**src/rtl/hex_keypad_scanner.sv**
```systemverilog
// 4x4 hex keypad scanner: drives active-low column strobes, samples synchronized rows,
// debounces whole scan frames and delivers key codes with a valid/ack handshake plus a two-digit entry register.
module hex_keypad_scanner #(
  parameter int SCAN_DIV       = 1000,
  parameter int DEBOUNCE_SCANS = 4
) (
  input  logic       clk,
  input  logic       rst_n,
  input  logic [3:0] row_i,
  output logic [3:0] col_o,
  output logic [3:0] key_o,
  output logic       key_valid_o,
  input  logic       ack_i,
  output logic       overrun_o,
  output logic [7:0] bus_o,
  input  logic       clear_i
);

  localparam int DW = $clog2(SCAN_DIV);
  localparam int CW = $clog2(DEBOUNCE_SCANS + 1);
  localparam logic [DW-1:0] DWELL_LAST = DW'(SCAN_DIV - 1);
  localparam logic [CW-1:0] DB_TARGET  = CW'(DEBOUNCE_SCANS);
  localparam logic [CW-1:0] CNT_ONE    = CW'(1);

  typedef enum logic [1:0] {IDLE, CANDIDATE, ACCEPT, PRESSED} state_t;

  logic [3:0]    row_meta_reg, row_sync_reg;
  logic [DW-1:0] dwell_reg;
  logic [1:0]    col_idx_reg;
  logic [1:0]    hits_reg;
  logic [3:0]    hit_key_reg;
  state_t        state_reg, state_next;
  logic [3:0]    cand_reg, cand_next;
  logic [CW-1:0] cnt_reg, cnt_next;

  logic       col_end, frame_end, accept;
  logic [3:0] row_low;
  logic [2:0] row_hits;
  logic [1:0] row_idx;
  logic [1:0] hits_now;
  logic [3:0] key_now;
  logic       frame_single;

  assign col_o     = ~(4'b0001 << col_idx_reg);
  assign col_end   = (dwell_reg == DWELL_LAST);
  assign frame_end = col_end && (col_idx_reg == 2'd3);
  assign row_low   = ~row_sync_reg;
  assign accept    = (state_reg == ACCEPT);

  // Count low rows in the current column; descending loop leaves the lowest index.
  always_comb begin
    row_hits = 3'd0;
    row_idx  = 2'd0;
    for (int r = 3; r >= 0; r--) begin
      if (row_low[r]) begin
        row_hits = row_hits + 3'd1;
        row_idx  = r[1:0];
      end
    end
  end

  // Frame accumulator: 0 = none, 1 = single intersection, 2 = multiple.
  always_comb begin
    hits_now = hits_reg;
    key_now  = hit_key_reg;
    if (row_hits == 3'd1 && hits_reg == 2'd0) begin
      hits_now = 2'd1;
      key_now  = {row_idx, col_idx_reg};
    end else if (row_hits != 3'd0) begin
      hits_now = 2'd2;
    end
  end

  assign frame_single = (hits_now == 2'd1);

  always_ff @(posedge clk or negedge rst_n) begin
    if (!rst_n) begin
      row_meta_reg <= 4'b1111;
      row_sync_reg <= 4'b1111;
      dwell_reg    <= '0;
      col_idx_reg  <= 2'd0;
      hits_reg     <= 2'd0;
      hit_key_reg  <= 4'd0;
    end else begin
      row_meta_reg <= row_i;
      row_sync_reg <= row_meta_reg;
      if (col_end) begin
        dwell_reg   <= '0;
        col_idx_reg <= col_idx_reg + 2'd1;
        if (frame_end) begin
          hits_reg    <= 2'd0;
          hit_key_reg <= 4'd0;
        end else begin
          hits_reg    <= hits_now;
          hit_key_reg <= key_now;
        end
      end else begin
        dwell_reg <= dwell_reg + DW'(1);
      end
    end
  end

  always_ff @(posedge clk or negedge rst_n) begin
    if (!rst_n) begin
      state_reg <= IDLE;
      cand_reg  <= 4'd0;
      cnt_reg   <= '0;
    end else begin
      state_reg <= state_next;
      cand_reg  <= cand_next;
      cnt_reg   <= cnt_next;
    end
  end

  always_comb begin
    state_next = state_reg;
    cand_next  = cand_reg;
    cnt_next   = cnt_reg;
    case (state_reg)
      IDLE: begin
        if (frame_end && frame_single) begin
          cand_next  = key_now;
          cnt_next   = CNT_ONE;
          state_next = (DB_TARGET == CNT_ONE) ? ACCEPT : CANDIDATE;
        end
      end
      CANDIDATE: begin
        if (frame_end) begin
          if (frame_single && key_now == cand_reg) begin
            cnt_next = cnt_reg + CNT_ONE;
            if (cnt_reg + CNT_ONE == DB_TARGET) state_next = ACCEPT;
          end else begin
            state_next = IDLE;
          end
        end
      end
      ACCEPT: begin
        state_next = PRESSED;
        cnt_next   = '0;
      end
      PRESSED: begin
        // Any key activity restarts the release count.
        if (frame_end) begin
          if (hits_now == 2'd0) begin
            if (cnt_reg + CNT_ONE == DB_TARGET) begin
              state_next = IDLE;
              cnt_next   = '0;
            end else begin
              cnt_next = cnt_reg + CNT_ONE;
            end
          end else begin
            cnt_next = '0;
          end
        end
      end
      default: state_next = IDLE;
    endcase
  end

  always_ff @(posedge clk or negedge rst_n) begin
    if (!rst_n) begin
      key_o       <= 4'd0;
      key_valid_o <= 1'b0;
      overrun_o   <= 1'b0;
      bus_o       <= 8'd0;
    end else begin
      if (accept) begin
        if (!key_valid_o || ack_i) begin
          key_o       <= cand_reg;
          key_valid_o <= 1'b1;
          overrun_o   <= 1'b0;
        end else begin
          overrun_o <= 1'b1;
        end
        // Clear takes effect before the new digit shifts in.
        bus_o <= {(clear_i ? 4'h0 : bus_o[3:0]), cand_reg};
      end else begin
        if (ack_i) begin
          key_valid_o <= 1'b0;
          overrun_o   <= 1'b0;
        end
        if (clear_i) bus_o <= 8'd0;
      end
    end
  end

endmodule

```
**config.mk**
```make
export PLATFORM = sky130hd
export DESIGN_NAME = hex_keypad_scanner
export DESIGN_NICKNAME = d
export VERILOG_FILES = /design/src/rtl/hex_keypad_scanner.sv
export SDC_FILE = /design/constraint.sdc
export NUM_CORES = 1
export LEC_CHECK = 0
export BUFFER_PORTS_ARGS = -buffer_cell sky130_fd_sc_hd__buf_4
export CAP_MARGIN = 20
export CORE_MARGIN = 1.5
export CORE_UTILIZATION = 30
export CTS_BUF_LIST = sky130_fd_sc_hd__clkbuf_4 sky130_fd_sc_hd__clkbuf_8
export DETAILED_ROUTE_END_ITERATION = 12
export GPL_TIMING_DRIVEN = 0
export PLACE_DENSITY = 0.49
export SYNTH_ARGS = -nofsm -noshare
export SYNTH_HDL_FRONTEND = slang
export SYNTH_SLANG_ARGS = --single-unit
```
**constraint.sdc**
```tcl
create_clock -name clk -period 4.3 [get_ports clk]
set_input_delay 0.86 -clock clk [delete_from_list [all_inputs] [get_ports clk]]
set_output_delay 0.86 -clock clk [all_outputs]
set_load 0.05 [all_outputs]
```
==> Word level (Yosys, flattened, before mapping) <==
Cells that the tools add are included.
W data, S select, Z words.
{ "totals": {"register_bits": 49, "in_bits": 8, "output_inout_bits": 18, "word_cells": 93} }
{ "op_classes": {"add_sub_neg": 6, "eq_ne": 17, "shift": 1, "n_mux": 37, "bitwise": 2, "reduce_logical": 17} }
{ "op_table": {"columns": ["operator", "count"], "rows": [
  ["$mux W2", 14],
  ["$mux W3", 9],
  ["$mux W8", 2],
  ["$add A3 B1 Y3 const B", 4],
  ["$mux W4", 3],
  ["$ne A2 B2 Y1 const B", 6],
  ["$pmux W3 S4", 1],
  ["$add A10 B1 Y10 const B", 1],
  ["$eq A10 B10 Y1 const B", 1],
  ["$mux W10", 1],
  ["$not A4 Y4", 2],
  ["$pmux W2 S4", 1],
  ["$eq A2 B2 Y1 const B", 3],
  ["$logic_not A2 Y1", 3],
  ["$mux W1", 6],
  ["$reduce_and A2 Y1", 3],
  ["$reduce_and A6 Y1", 1],
  ["$eq A2 B1 Y1 const B", 2],
  ["$eq A4 B4 Y1", 1],
  ["$logic_and A1 B1 Y1", 4],
  ["$reduce_and A4 Y1", 1],
  ["$reduce_bool A2 Y1", 2],
  ["$shl A1 B2 Y4 const A", 1],
  ["$eq A3 B1 Y1 const B", 1],
  ["other kinds (7)", 7]
]} }

==> Longest topological paths before layout <==
Gate-level depths: netlist of run 1.
{ "logic_depth": {"ltp_word": 16, "depth_mapped": 12, "ltp_nobuf": 12} }

==> Worst setup path after synthesis of run 1 <==
OpenSTA, ideal clock, no wires.
{ "synth_timing": {"kind": "reg-to-reg", "from": "reg row_sync_reg[2]", "to": "reg cnt_reg[2]", "setup_ps": 119, "t_arrival_ps": 2894, "t_required_ps": 4181, "path_slack_ps": 1288, "path_stages_with_launch": 12, "n_path_buf": 0, "period_less_slack_ps": 3012, "cell_sequence": "dfstp_2 -> inv_1 -> ha_1 -> xnor2_1 -> ha_1 -> nor2b_1 -> a31o_1 -> nor4_1 -> o211ai_1 -> a211oi_4 -> o31ai_1 -> a21bo_1"} }
{ "synth_between": {"elab_chain_len": 13, "elab_cells_between_ends": 26, "cone_classes": "add/sub (2); eq/ne (5); mux (12); bitwise (1); reduce/logical (6)"} }
{ "synth_rtl": {"columns": ["element", "line", "text"], "rows": [
  ["start: declaration", "27", "logic [3:0] row_meta_reg, row_sync_reg;"],
  ["start signal: assignment", "86", "row_sync_reg <= row_meta_reg;"],
  ["$not A4 Y4 *", "47", "assign row_low = ~row_sync_reg;"],
  ["$mux W3", "55", "if (row_low[r]) begin"],
  ["$add A3 B1 Y3", "56", "row_hits = row_hits + 3'd1;"],
  ["$mux W3", "55", null],
  ["$add A3 B1 Y3", "56", null],
  ["$mux W3", "55", null],
  ["$eq A3 B1 Y1 or $reduce_bool A3 Y1 (tied branches)", "66, 69", null],
  ["$logic_and A1 B1 Y1 or $mux W2 (tied branches)", "66, 69", null],
  ["$mux W4 or $mux W2 (tied branches)", "66", "if (row_hits == 3'd1 && hits_reg == 2'd0) begin"],
  ["$eq A4 B4 Y1 (tied with other cells)", "129", "if (frame_single && key_now == cand_reg) begin"],
  ["$logic_and A1 B1 Y1 (tied with other cells)", "129", null],
  ["$ne A2 B2 Y1 (no line) or $mux W3 (tied branches)", null, null],
  ["$reduce_and A4 Y1 (no line) or $pmux W3 S4 (tied branches)", null, null],
  ["end signal: assignment", "111", "cnt_reg <= cnt_next;"],
  ["end: declaration", "34", "logic [CW-1:0] cnt_reg, cnt_next;"]
]} }
Every way passes the cells marked *; elsewhere a longest branch is shown, timed or not. The select of a mux whose other input is x is not followed.
A chain may end at the register's enable or synchronous reset.

==> Final worst setup path of run 1 <==
Same ends and word-level chain as after synthesis.

==> flow_metrics.env, run 1 <==
export IMPL_status="finished, final reports clean"
export IMPL_syn_mean_instance_area_um2=10.07
export IMPL_leakagePower_nw=1.346
export IMPL_insertion_delay_ns=0.31
export IMPL_die_area_um2=9333
export IMPL_cts_repair_resized=0
export IMPL_cts_sinks=49
export IMPL_period_minus_slack_ns=3.599
export IMPL_period_share_pct=83.69
export IMPL_arrival_ns=3.81
export IMPL_yosysTopAreaCell="dfrtp_1"
export IMPL_floorplan_initialDensity_pct=31.52
export IMPL_fmax_mhz=277.9
export IMPL_synthFlopType="dfrtp_1"
export IMPL_dp_hpwl_um=3975
export IMPL_routabilityCongestion=0.8562
export IMPL_largest_reg_flops=10
export IMPL_netlist_area_um2=2629
export IMPL_drt_vias_per_instance=4.972
export IMPL_async_flop_share_pct=100.0
export IMPL_cts_tree="done"
export IMPL_die_y_um=96.61
export IMPL_cts_setup_buffers=0
export IMPL_crit_path_end_kind="flop"
export IMPL_final_setup_worst_slack_ns=0.7014
export IMPL_grt_pass1_wl_um=9618
export IMPL_wl_um=5533
export IMPL_hold_viol_final=0
export IMPL_via_count=1984
export IMPL_setup_viol=0
export IMPL_drcViolationCount=0
export IMPL_path_max_fanout=6
export IMPL_finClkSkew_ns=0.006598
export IMPL_areaGrowthSynthToFinish_pct=15.75
export IMPL_overflow=0
export IMPL_dr_pass1_iters=4
export IMPL_cts_hold_buffers=0
export IMPL_cts_buffers=5
export IMPL_syn_num_nets=282
export IMPL_clk_pin_slew_worst_paths_ns=0.10
export IMPL_synth_edf_count=0
export IMPL_antenna_found_initial=0
export IMPL_ir_drop_uv=120.0
export IMPL_min_path_type="flop to flop"
export IMPL_wl_per_cell_um=13.87
export IMPL_ioPinCount=26
export IMPL_synth_cell_types=54
export IMPL_worst_pin_slew_ns=0.9444
export IMPL_timing_worst_setup_path_type="flop to flop"
export IMPL_fp_row_count=33
export IMPL_final_max_slew_violation_count=0
export IMPL_ant_nets=0
export IMPL_track_usage_pct=12.58
export IMPL_startpoint_type="flop"
export IMPL_core_um2=8341
export IMPL_die_x_um=96.61
export IMPL_finalSetupTns_ns=0
export IMPL_clockBufferDepth=2
export IMPL_antenna_cells=0
export IMPL_rsz0062_at_grt="no"
export IMPL_place_ws_ns=0.7944
export IMPL_clockRootBuffer="clkbuf_8"
export IMPL_drt_iter0_drc=107
export IMPL_ys_ff_latch=49
export IMPL_drive_gt1_share_pct=18.37
export IMPL_nets=314
export IMPL_synth_top_cells_by_count="dfrtp_1 (41), nand2_1 (30), nor2_1 (18)"
export IMPL_power_density_nw_per_um2=282.2
export IMPL_yosys_area_top_type_share_pct=39.03
export IMPL_drv_cap=0
export IMPL_yosysMostFrequentCell="dfrtp_1"
export IMPL_grt_max_degree=50
export IMPL_synthCells=261
export IMPL_htreeDepth=2
export IMPL_synth_yosys_seq_area_share_pct=47.03
export IMPL_grt_pass1_vias=1906
export IMPL_io_buffers=25
export IMPL_max_slew_margin_pct=36.46
export IMPL_yosysWarnings=0
export IMPL_synthTopCellsByArea="dfrtp_1 (39%), dfstp_2 (8.0%), ha_1 (6.2%)"
export IMPL_required_ns=4.51
==> final timing paths <==
| check | from | end | slack (ns) | depth (start not counted) |
|---|---|---|---|---|
| worst min register to register | row_meta_reg[3]$_DFF_PN1_ | row_sync_reg[3]$_DFF_PN1_ | 0.36 | 0 |
| worst max register to register | row_sync_reg[2]$_DFF_PN1_ | cnt_reg[2]$_DFFE_PN0P_ | 0.70 | 11 |
| worst min-delay path | row_meta_reg[3]$_DFF_PN1_ | row_sync_reg[3]$_DFF_PN1_ | 0.36 | 0 |
| min in group asynchronous | rst_n | cnt_reg[2]$_DFFE_PN0P_ | 0.55 | 1 |
| worst max-delay path | row_sync_reg[2]$_DFF_PN1_ | cnt_reg[2]$_DFFE_PN0P_ | 0.70 | 11 |
| max in group asynchronous | rst_n | col_idx_reg[0]$_DFFE_PN0N_ | 3.31 | 1 |
==> per-stage QoR <==
stage | power [mW] | instances | instance area (µm²) | hold WS [ns] | util (%)
6_report | 0.8587 | 399 | 3043 | 0.3609 | 36.48
5_1_grt | 0.8980 | 399 | 3043 | 0.3655 | 36.48
4_1_cts | 0.8709 | 399 | 3043 | 0.3622 | 36.48
3_5_place_dp | 0.5699 | 391 | 2948 | 0.3470 | 35.34
3_3_place_gp | 0.5693 | 391 | 2948 | 0.3455 | 35.34
2_1_floorplan | 0.5388 | 261 | 2629 | 0.3452 | -
==> layer usage <==
metal | global-route usage, % | part of all wire [%]
met2 | 18.77 | 46
met5 | 0 | 0
met4 | 4.682 | 1.6
met3 | 1.951 | 2.8
met1 | 18.34 | 50
==> logic make-up after synthesis <==
kind of cell / share of synthesized area (%)
DFF: 47.03
buffers and inverters: 3.760
AOI/OAI and AO/OA: 14.71
adders and majority gates: 6.188
xor gates and xnor gates: 6.092
muxes: 3.712
and+or+nand+nor: 18.51
==> power breakdown <==
part	total, mW	switching, mW	internal, mW
Clock	0.298	0.179	0.119
Combinational	0.0917	0.0580	0.0338
Sequential	0.469	0.00151	0.467
Total	0.859	0.239	0.620
==> cell type report <==
type / count / area (µm²)
fillers: 883 / 5298
multi-input cells: 187 / 1294
flip-flops and latches: 49 / 1236
repair buffers: 25 / 187.7
well taps: 105 / 131.4
clock buffers: 5 / 68.82
inverters: 17 / 63.81
plain buffers: 8 / 35.03
clock inverters: 3 / 26.28
==> cell usage in the layout (no fill, tap or decap), drive strengths merged, types with 2 or more instances in the layout <==
| cell type | n |
|---|---|
| nand2b | 7 |
| ha | 13 |
| nand2 | 30 |
| and2 | 4 |
| dfstp | 8 |
| xor2 | 5 |
| nor2 | 18 |
| or3 | 2 |
| buf | 27 |
| a21oi | 9 |
| o21ai | 17 |
| clkinvlp | 2 |
| nor2b | 5 |
| xnor2 | 8 |
| inv | 18 |
| a22o | 2 |
| mux2i | 3 |
| a31oi | 2 |
| nand3b | 2 |
| nor4 | 3 |
| mux2 | 6 |
| dfrtp | 41 |
| o31ai | 5 |
| clkbuf | 11 |
| a21o | 2 |
| nand4 | 2 |
| and3 | 4 |
| nand3 | 9 |
| nor3 | 6 |
| a41oi | 3 |
==> worst max-delay path: stages (launching register included) <==
cell,delay (ns)
dfstp_2,0.57
inv_1,0.05
ha_1,0.34
xnor2_1,0.15
ha_1,0.28
nor2b_1,0.14
a31o_1,0.25
nor4_1,0.69
o211ai_1,0.28
a211oi_4,0.37
o31ai_1,0.17
a21bo_1,0.21
(Power assumes the default switching activity.)
==> inputs of run 2 (changes only) <==
PLACE_DENSITY = 0.51   (was 0.49)
clock period = 3.1 ns   (was 4.3 ns; I/O delays follow)
==> run 2 against run 1 <==
Fmax increased by 19%. Total power increased by 63%. Critical endpoint unchanged. Largest power group unchanged. Critical path depth increased by 1.
==> flow_metrics.env, run 2 (synthesis gave the netlist of run 1 again) <==
export IMPL_routabilityCongestion=0.7890
export IMPL_drcViolationCount=0
export IMPL_drt_iter0_drc=81
export IMPL_dr_pass1_iters=4
export IMPL_wl_um=5750
export IMPL_cts_tree="done"
export IMPL_dp_hpwl_um=3837
export IMPL_critPathBufInv=2
export IMPL_clockRootBuffer="clkbuf_8"
export IMPL_final_max_slew_violation_count=0
export IMPL_die_y_um=96.61
export IMPL_ioPinCount=26
export IMPL_drive_gt1_share_pct=28.66
export IMPL_nets=327
export IMPL_grt_pass1_wl_um=9508
export IMPL_grt_pass1_vias=1939
export IMPL_setup_viol=0
export IMPL_clockPowerShare_pct=38.7
export IMPL_required_ns=3.35
export IMPL_clk_pin_slew_worst_paths_ns=0.10
export IMPL_overflow=0
export IMPL_rrSetupSlack_ns=0.09
export IMPL_grt_max_degree=50
export IMPL_antenna_found_initial=0
export IMPL_layout_common_cells="dfrtp_1 (41), buf_4 (38), nand2_1 (30)"
export IMPL_rr_worst_depth=12
export IMPL_cts_sinks=49
export IMPL_p_comb_share_pct=14.7
export IMPL_drv_cap=0
export IMPL_ir_drop_uv=192.5
export IMPL_wl_per_cell_um=13.96
export IMPL_min_path_type="input pin to asynchronous set/reset pin"
export IMPL_cts_buffers=5
export IMPL_insertion_delay_ns=0.30
export IMPL_die_area_um2=9333
export IMPL_worst_path_stages=12
export IMPL_path_max_fanout=4
export IMPL_fin_area_um2=3364
export IMPL_via_count=2038
export IMPL_fmax_mhz=332.0
export IMPL_antenna_cells=0
export IMPL_fp_row_count=33
export IMPL_intPower_mw=1.063
export IMPL_largest_reg_flops=10
export IMPL_core_um2=8341
export IMPL_worst_pin_slew_ns=0.9232
export IMPL_power_density_nw_per_um2=415.2
export IMPL_finalPower_mw=1.397
export IMPL_cpMostUsedCell="ha_4"
export IMPL_crit_path_end_kind="flop"
export IMPL_nFillCells=847
export IMPL_final_common_cell="dfrtp_1"
export IMPL_htreeDepth=2
export IMPL_hold_viol_final=0
export IMPL_crit_chain="inv_2, ha_4, xnor2_2, ha_4, nor2b_4, a31oi_2, nand3_2, a221o_1, a211oi_4, buf_4, a41oi_1, a21bo_1"
export IMPL_seq_power_share_pct=46.5
export IMPL_period_minus_slack_ns=3.012
export IMPL_floorplan_initialDensity_pct=31.52
export IMPL_reg2reg_from="row_sync_reg[2]$_DFF_PN1_"
export IMPL_leakagePower_nw=1.472
export IMPL_cpMaxStageDelayCell="dfstp_2"
export IMPL_period_share_pct=97.16
export IMPL_die_x_um=96.61
export IMPL_io_buffers=25
export IMPL_timing_rr_end="cnt_reg[2]$_DFFE_PN0P_"
export IMPL_status="finished, final reports clean"
export IMPL_areaGrowthSynthToFinish_pct=27.99
export IMPL_postPlaceCellArea_um2=2948
export IMPL_critPathTopFamily="compound AO/OA/AOI/OAI gates"
export IMPL_arrival_ns=3.26
export IMPL_max_slew_margin_pct=37.88
export IMPL_track_usage_pct=12.18
export IMPL_drt_vias_per_instance=4.947
export IMPL_timing_worst_setup_path_type="flop to flop"
export IMPL_hold_slack_ns=0.3253
export IMPL_p_sw_mw=0.3340
export IMPL_clockBufferDepth=2
export IMPL_critical_path_max_stage_delay_ns=0.55
export IMPL_startpoint_type="flop"
export IMPL_finClkSkew_ns=0.01153
export IMPL_ant_nets=0
export IMPL_switching_share_pct=23.91
==> run 2: final cells by class <==
cell class                 instances  area (µm²)  area share [%]
buffer                             8       35.03           1.041
timing repair buffer              38       289.0           8.591
clock inverter                     3       65.06           1.934
inverter                          17       63.81           1.897
tap                              105       131.4           3.905
sequential                        49        1236           36.74
multi-input combinational        187        1475           43.85
clock buffer                       5       68.82           2.045
==> run 2: worst reg2reg max path, cell delays in order (launching register included) <==
cell and delay [ns]:
dfstp_2 0.55, inv_2 0.05, ha_4 0.26, xnor2_2 0.21
ha_4 0.23, nor2b_4 0.13, a31oi_2 0.20, nand3_2 0.14
a221o_1 0.41, a211oi_4 0.31, buf_4 0.17, a41oi_1 0.10
a21bo_1 0.21
==> run 2: worst max path at each step <==
stage / from / end / slack (ns)
final: row_sync_reg[2]$_DFF_PN1_ / cnt_reg[2]$_DFFE_PN0P_ / 0.09
after global placement: row_sync_reg[2]$_DFF_PN1_ / cnt_reg[2]$_DFFE_PN0P_ / -0.44
after floorplan: row_sync_reg[2]$_DFF_PN1_ / cnt_reg[2]$_DFFE_PN0P_ / 0.09
after global routing: row_sync_reg[2]$_DFF_PN1_ / cnt_reg[2]$_DFFE_PN0P_ / -0.05
after CTS: row_sync_reg[3]$_DFF_PN1_ / cnt_reg[0]$_DFFE_PN0P_ / 0.005
after detailed placement: row_sync_reg[2]$_DFF_PN1_ / cnt_reg[2]$_DFFE_PN0P_ / -0.41
==> run 2: power by group through the flow <==
| stage | combinational [mW] | sequential [mW] | clock, mW |
|---|---|---|---|
| global route | 0.223 | 0.651 | 0.578 |
| detailed placement | 0.126 | 0.663 | 0 |
| CTS | 0.157 | 0.650 | 0.555 |
| global placement | 0.127 | 0.662 | 0 |
| floorplan | 0.0850 | 0.662 | 0 |
| finish | 0.206 | 0.650 | 0.541 |
==> run 2: metal layers <==
| layer | vias to the layer above | global-route usage (%) | wire (µm) |
|---|---|---|---|
| met1 | 984 | 17.57 | 2892 |
| met5 | - | 0 | 0 |
| met4 | 0 | 3.344 | 79 |
| met3 | 11 | 2.818 | 209 |
| met2 | 36 | 18.29 | 2569 |
| li1 | 1007 | - | - |
==> run 2: timing repair <==
action,CTS,global route
setup buffers,3,10
endpoints found under the hold margin,0,0
resized for setup,15,15
setup endpoints to repair,9,8
hold buffers,0,0
pin swaps,7,6
==> run 2: through the flow <==
step                      setup slack (ns)  TNS (ns)  util (%)  cells
after floorplan                    0.08764         0         -    261
after global placement             -0.4441    -2.664     35.34    391
after detailed placement           -0.4096    -2.437     35.34    391
after CTS                         0.004837         0     38.43    402
after global routing              -0.05412   -0.1320     40.34    412
final                              0.08790         0     40.34    412
